==> config.mk <==
export PLATFORM = sky130hd
export DESIGN_NAME = uart_packet_tx
export DESIGN_NICKNAME = d
export VERILOG_FILES = /design/src/rtl/uart_packet_tx.sv
export SDC_FILE = /design/constraint.sdc
export NUM_CORES = 1
export LEC_CHECK = 0
export CORE_UTILIZATION = 53
export DETAILED_ROUTE_END_ITERATION = 7
export GPL_TIMING_DRIVEN = 0
export PLACE_DENSITY = 0.8
export SYNTH_ARGS = -nofsm -noshare
export SYNTH_HDL_FRONTEND = slang
export SYNTH_SLANG_ARGS = --single-unit
export TNS_END_PERCENT = 100
==> constraint.sdc <==
create_clock -name clk -period 3.6 [get_ports clk]
set_clock_uncertainty 0.15 [all_clocks]
set_input_delay 0.54 -clock clk [delete_from_list [all_inputs] [get_ports clk]]
set_output_delay 0.54 -clock clk [all_outputs]
set_load 0.005 [all_outputs]
==> src/rtl/uart_packet_tx.sv <==
// ============================================================================
// Module      : uart_packet_tx
// Description : Sends a BYTES-long packet as back-to-back 8N1 UART frames.
//               Optional frame check (02 header / 03 trailer) under the
//               TX_FRAME_CHECK_EN macro.
// Revision    : 1.0 - initial release
// ============================================================================
`default_nettype none

module uart_packet_tx #(
   parameter int CLKS_PER_BIT = 2582,
   parameter int BYTES        = 8
) (
   input  logic               clk,
   input  logic               rst,
   input  logic               tx_start,
   input  logic [8*BYTES-1:0] data_in,
   output logic               tx_out,
   output logic               busy,
   output logic               done
`ifdef TX_FRAME_CHECK_EN
   ,
   output logic               frame_err
`endif
);

   localparam int c_cnt_w  = $clog2(CLKS_PER_BIT);
   localparam int c_byte_w = (BYTES > 1) ? $clog2(BYTES) : 1;
   localparam logic [c_cnt_w-1:0]  c_bit_last  = c_cnt_w'(CLKS_PER_BIT - 1);
   localparam logic [c_byte_w-1:0] c_byte_last = c_byte_w'(BYTES - 1);

   typedef enum logic [2:0] {
      IDLE  = 3'd0,
      START = 3'd1,
      DATA  = 3'd2,
      STOP  = 3'd3,
      DONE  = 3'd4
   } state_t;

   state_t               r_state;
   logic [c_cnt_w-1:0]   r_cnt;
   logic [2:0]           r_bit_idx;
   logic [c_byte_w-1:0]  r_byte_idx;
   logic [8*BYTES-1:0]   r_shreg;

   state_t               w_state_nxt;
   logic [c_cnt_w-1:0]   w_cnt_nxt;
   logic [2:0]           w_bit_nxt;
   logic [c_byte_w-1:0]  w_byte_nxt;
   logic [8*BYTES-1:0]   w_shreg_nxt;
   logic                 w_tx_nxt;
   logic                 w_busy_nxt;
   logic                 w_done_nxt;
   logic                 w_bit_end;
   logic                 w_accept;

   assign w_bit_end = (r_cnt == c_bit_last);

`ifdef TX_FRAME_CHECK_EN
   logic w_frame_ok;
   logic w_reject;
   assign w_frame_ok = (data_in[7:0] == 8'h02) && (data_in[8*BYTES-1 -: 8] == 8'h03);
   assign w_accept   = tx_start & w_frame_ok;
   assign w_reject   = tx_start & ~w_frame_ok & (r_state == IDLE);
`else
   assign w_accept   = tx_start;
`endif

   always_comb begin
      w_state_nxt = r_state;
      w_cnt_nxt   = r_cnt;
      w_bit_nxt   = r_bit_idx;
      w_byte_nxt  = r_byte_idx;
      w_shreg_nxt = r_shreg;
      case (r_state)
         IDLE: begin
            if (w_accept) begin
               w_shreg_nxt = data_in;
               w_byte_nxt  = '0;
               w_bit_nxt   = '0;
               w_cnt_nxt   = '0;
               w_state_nxt = START;
            end
         end
         START: begin
            if (w_bit_end) begin
               w_cnt_nxt   = '0;
               w_bit_nxt   = '0;
               w_state_nxt = DATA;
            end else begin
               w_cnt_nxt = r_cnt + c_cnt_w'(1);
            end
         end
         DATA: begin
            if (w_bit_end) begin
               w_cnt_nxt = '0;
               // Shifting one bit per period leaves the next byte at bit 0 after eight shifts
               w_shreg_nxt = r_shreg >> 1;
               if (r_bit_idx == 3'd7) begin
                  w_state_nxt = STOP;
               end else begin
                  w_bit_nxt = r_bit_idx + 3'd1;
               end
            end else begin
               w_cnt_nxt = r_cnt + c_cnt_w'(1);
            end
         end
         STOP: begin
            if (w_bit_end) begin
               w_cnt_nxt = '0;
               if (r_byte_idx == c_byte_last) begin
                  w_state_nxt = DONE;
               end else begin
                  w_byte_nxt  = r_byte_idx + c_byte_w'(1);
                  w_state_nxt = START;
               end
            end else begin
               w_cnt_nxt = r_cnt + c_cnt_w'(1);
            end
         end
         DONE:    w_state_nxt = IDLE;
         default: w_state_nxt = IDLE;
      endcase

      // Outputs are decoded from the next state so the pins come straight from flops
      w_tx_nxt   = 1'b1;
      w_busy_nxt = 1'b0;
      w_done_nxt = 1'b0;
      case (w_state_nxt)
         START: begin
            w_tx_nxt   = 1'b0;
            w_busy_nxt = 1'b1;
         end
         DATA: begin
            w_tx_nxt   = w_shreg_nxt[0];
            w_busy_nxt = 1'b1;
         end
         STOP:    w_busy_nxt = 1'b1;
         DONE:    w_done_nxt = 1'b1;
         default: ;
      endcase
   end

   always_ff @(posedge clk or posedge rst) begin
      if (rst) begin
         r_state    <= IDLE;
         r_cnt      <= '0;
         r_bit_idx  <= '0;
         r_byte_idx <= '0;
         r_shreg    <= '0;
         tx_out     <= 1'b1;
         busy       <= 1'b0;
         done       <= 1'b0;
      end else begin
         r_state    <= w_state_nxt;
         r_cnt      <= w_cnt_nxt;
         r_bit_idx  <= w_bit_nxt;
         r_byte_idx <= w_byte_nxt;
         r_shreg    <= w_shreg_nxt;
         tx_out     <= w_tx_nxt;
         busy       <= w_busy_nxt;
         done       <= w_done_nxt;
      end
   end

`ifdef TX_FRAME_CHECK_EN
   always_ff @(posedge clk or posedge rst) begin
      if (rst) begin
         frame_err <= 1'b0;
      end else begin
         frame_err <= w_reject;
      end
   end
`endif

endmodule

`default_nettype wire

==> results.json <==
{
  "status": "completed",
  "p_leak_nw": 2.40,
  "postCtsSetupRepairBufs": 0,
  "core_area_um2": 7250,
  "placed_area_um2": 4840,
  "synth-main-ff-cell": "dfrtp_1",
  "port_buffers": 69,
  "drt_iter0_drc": 223,
  "drcViolationCount": 0,
  "initial_core_util_pct": 55.1,
  "die_y_um": 88.9,
  "ys_ff_latch": 88,
  "instances_no_fill": 593,
  "worst_slew_margin_rel_pct": 47.2,
  "syn_inst": 408,
  "ys_warn_count": 0,
  "clk_pin_slew_ns": 0.10,
  "final_antenna_net_count": 0,
  "ios": 70,
  "cp_data_required_time_ns": 3.75,
  "synth.largest_area_cell": "dfrtp_1",
  "synth-seq-area-share_pct": 55.1,
  "synth_enable_flop_cells": 0,
  "p_int_mw": 1.38,
  "tns_ns": 0,
  "synth.distinct_cells": 50,
  "p_total_mw": 1.82,
  "timing.final.crit_share_pct": 69.2,
  "comb_power_share_pct": 7.2,
  "cts_made_buffers": 9,
  "synth_area_um2": 4000,
  "seqPwrFrac_pct": 57.3,
  "drv_slew": 0,
  "clk_latency_ns": 0.37,
  "critPathLaunchType": "primary input",
  "endpoint_kind": "register",
  "postLayoutCellArea_um2": 5030,
  "place_hpwl_um": 5960,
  "syn_nets": 481,
  "p_sw_share_pct": 24.1,
  "maxCapViolCount": 0,
  "wl_per_cell_um": 14.6,
  "power_frac_clock_pct": 35.5,
  "die_area_um2": 7890,
  "netSwitchingPower_uw": 439,
  "fillers": 570,
  "std_cell_rows": 31,
  "drive_above_1_share_pct": 6.88,
  "grt_max_degree": 68,
  "regArea_um2": 2200,
  "hold_viol_final": 0,
  "place_inst": 577,
  "worstRegToRegCells": 6,
  "final_util_pct": 69.4,
  "crit_fanout": 10,
  "wirelength_um": 8640,
  "syn_area_per_cell_um2": 9.80,
  "routabilityCongestion": 0.827,
  "cpMaxStageDelayCell": "clkdlybuf4s50_1",
  "n_antenna_cell": 0,
  "setup_viol": 0,
  "grt_pass1_vias": 3039,
  "syn2layout_area_growth_pct": 25.9,
  "nNetsFinal": 562,
  "antenna_found_initial": 0,
  "peakVddDrop_uv": 209,
  "worstPathCellList": "clkdlybuf4s50_1 > nor4b_1 > clkbuf_1 > clkbuf_1 > a22oi_1 > nand2_1",
  "cp_common_cell": "clkbuf_1",
  "grt_pass1_wl_um": 13800,
  "cts_tree": "built",
  "multi_input_area_um2": 1680,
  "path_class": "in -> reg",
  "num_vias": 3324,
  "vias_per_cell": 5.61,
  "grt_overflow": 0,
  "hold_path.class": "in -> async",
  "fmax_mhz": 402,
  "finalCriticalPeriod_ns": 2.49,
  "synth_top_cell_area_share_pct": 54.5,
  "power.density_nw_per_um2": 362,
  "h-tree-depth": 3,
  "rsz0062_at_grt": "no",
  "pre_cts_slack_ns": 0.763,
  "whs_ns": 0.320,
  "dr.pass1.iters": 4,
  "crit_arrival_ns": 2.64,
  "hold_buffers": 0,
  "grt.total_usage_pct": 23.3,
  "clockBufferDepth": 2,
  "die_x_um": 88.9,
  "clock-sinks": 88,
  "setup_ws_ns": 1.11,
  "tightest_slew_ns": 0.784,
  "cts_resized": 0,
  "synth_area_leaders": "dfrtp_1, nand2_1, a22oi_1",
  "cp_slowest_stage_delay_ns": 0.54,
  "async_reset_ff_share_pct": 100,
  "ctsRootBufferMaster": "clkbuf_8"
}
flip-flops by register name (all words and copies together), names as in the netlist:
register / cells
r_shreg: 64
r_cnt: 12
r_bit_idx: 3
r_byte_idx: 3
r_state: 3
busy: 1
done: 1
tx_out: 1
routing by layer:
layer  track usage [%]  part of all wire [%]  vias up
li1                  -                     -     1605
met3              4.57                   5.4       16
met2              35.4                    47       86
met4              11.1                   1.8        0
met1              32.3                    46     1617
met5                 0                     0        -
final cells by class:
cell class,count,share of cell area (%)
Sequential cell,88,43.8
Multi-Input combinational cell,290,33.3
Timing Repair Buffer,70,14.3
Clock buffer,10,2.74
Tap cell,99,2.46
Buffer,25,1.99
Clock inverter,6,1.02
Inverter,5,0.423
power groups by stage:
stage | logic (mW) | registers, mW | clock network (mW)
floorplan | 0.0421 | 1.06 | 0
global placement | 0.124 | 1.06 | 0
detailed placement | 0.131 | 1.06 | 0
CTS | 0.133 | 1.04 | 0.665
global route | 0.146 | 1.05 | 0.709
finish | 0.130 | 1.04 | 0.648
cell usage after synthesis (all sizes together), types with 2 or more instances:
library cell,instances
or3b,2
a21oi,3
nor2,9
and3,6
mux2,2
ha,6
clkbuf,17
o21bai,2
nand2,132
o31ai,2
a22oi,63
xnor2,3
nand3b,3
or2,2
nand4b,2
or4,2
nand2b,3
a31oi,2
buf,8
nand3,4
xor2,4
nor3,3
nand4,2
inv,5
a22o,4
nor4,3
dfrtp,87
nor3b,2
o21ai,10
and3b,2
final timing paths:
check,slack [ns],end,from
min reg2reg,0.33,r_shreg[46]$_DFFE_PP0P_,r_shreg[46]$_DFFE_PP0P_
min,0.32,r_shreg[27]$_DFFE_PP0P_,rst
max in group asynchronous,2.30,tx_out$_DFF_PP1_,rst
min in group clk,0.33,r_shreg[46]$_DFFE_PP0P_,r_shreg[46]$_DFFE_PP0P_
max,1.11,r_shreg[45]$_DFFE_PP0P_,tx_start
max reg2reg,1.13,r_shreg[45]$_DFFE_PP0P_,r_state[2]$_DFF_PP0_
placed cells by master (no fill, tap or decap), types with 2 or more instances in the layout:
master and instances:
nand2_1 132, dfrtp_1 87, clkdlybuf4s50_1 69, a22oi_1 63
clkbuf_1 17, clkbuf_8 10, nor2_1 8, o21ai_0 6
and3_1 6, ha_1 6, buf_2 5, inv_1 4
o21ai_1 4, a22o_1 4, nand3_1 4, xor2_1 4
buf_1 3, nand3b_1 3, xnor2_1 3, a21oi_1 3
nand2b_1 3, inv_6 3, nor3b_1 2, nor4_1 2
and3b_1 2, o31ai_1 2, nand4b_1 2, o21bai_1 2
nor3_1 2, or2_1 2, mux2_2 2, nand4_1 2
a31oi_1 2, clkinv_4 2
cell families after synthesis:
family                     Yosys count  synth area share [%]
DFF                                 88                  55.1
adders and majority gates            6                  1.88
buffers and inverters               30                  2.97
and+or+nand+nor                    182                  20.8
xor gates and xnor gates             7                  1.53
muxes                                3                 0.814
AOI/OAI and AO/OA                   92                  16.9
worst max-delay path, delay by kind of cell:
family	cells	cell delay (ns)
AO/OA/AOI/OAI	1	0.18
AND/OR/NAND/NOR	2	0.52
buffers and inverters	3	1.39
Note: power is estimated with default switching activity, not from simulation.
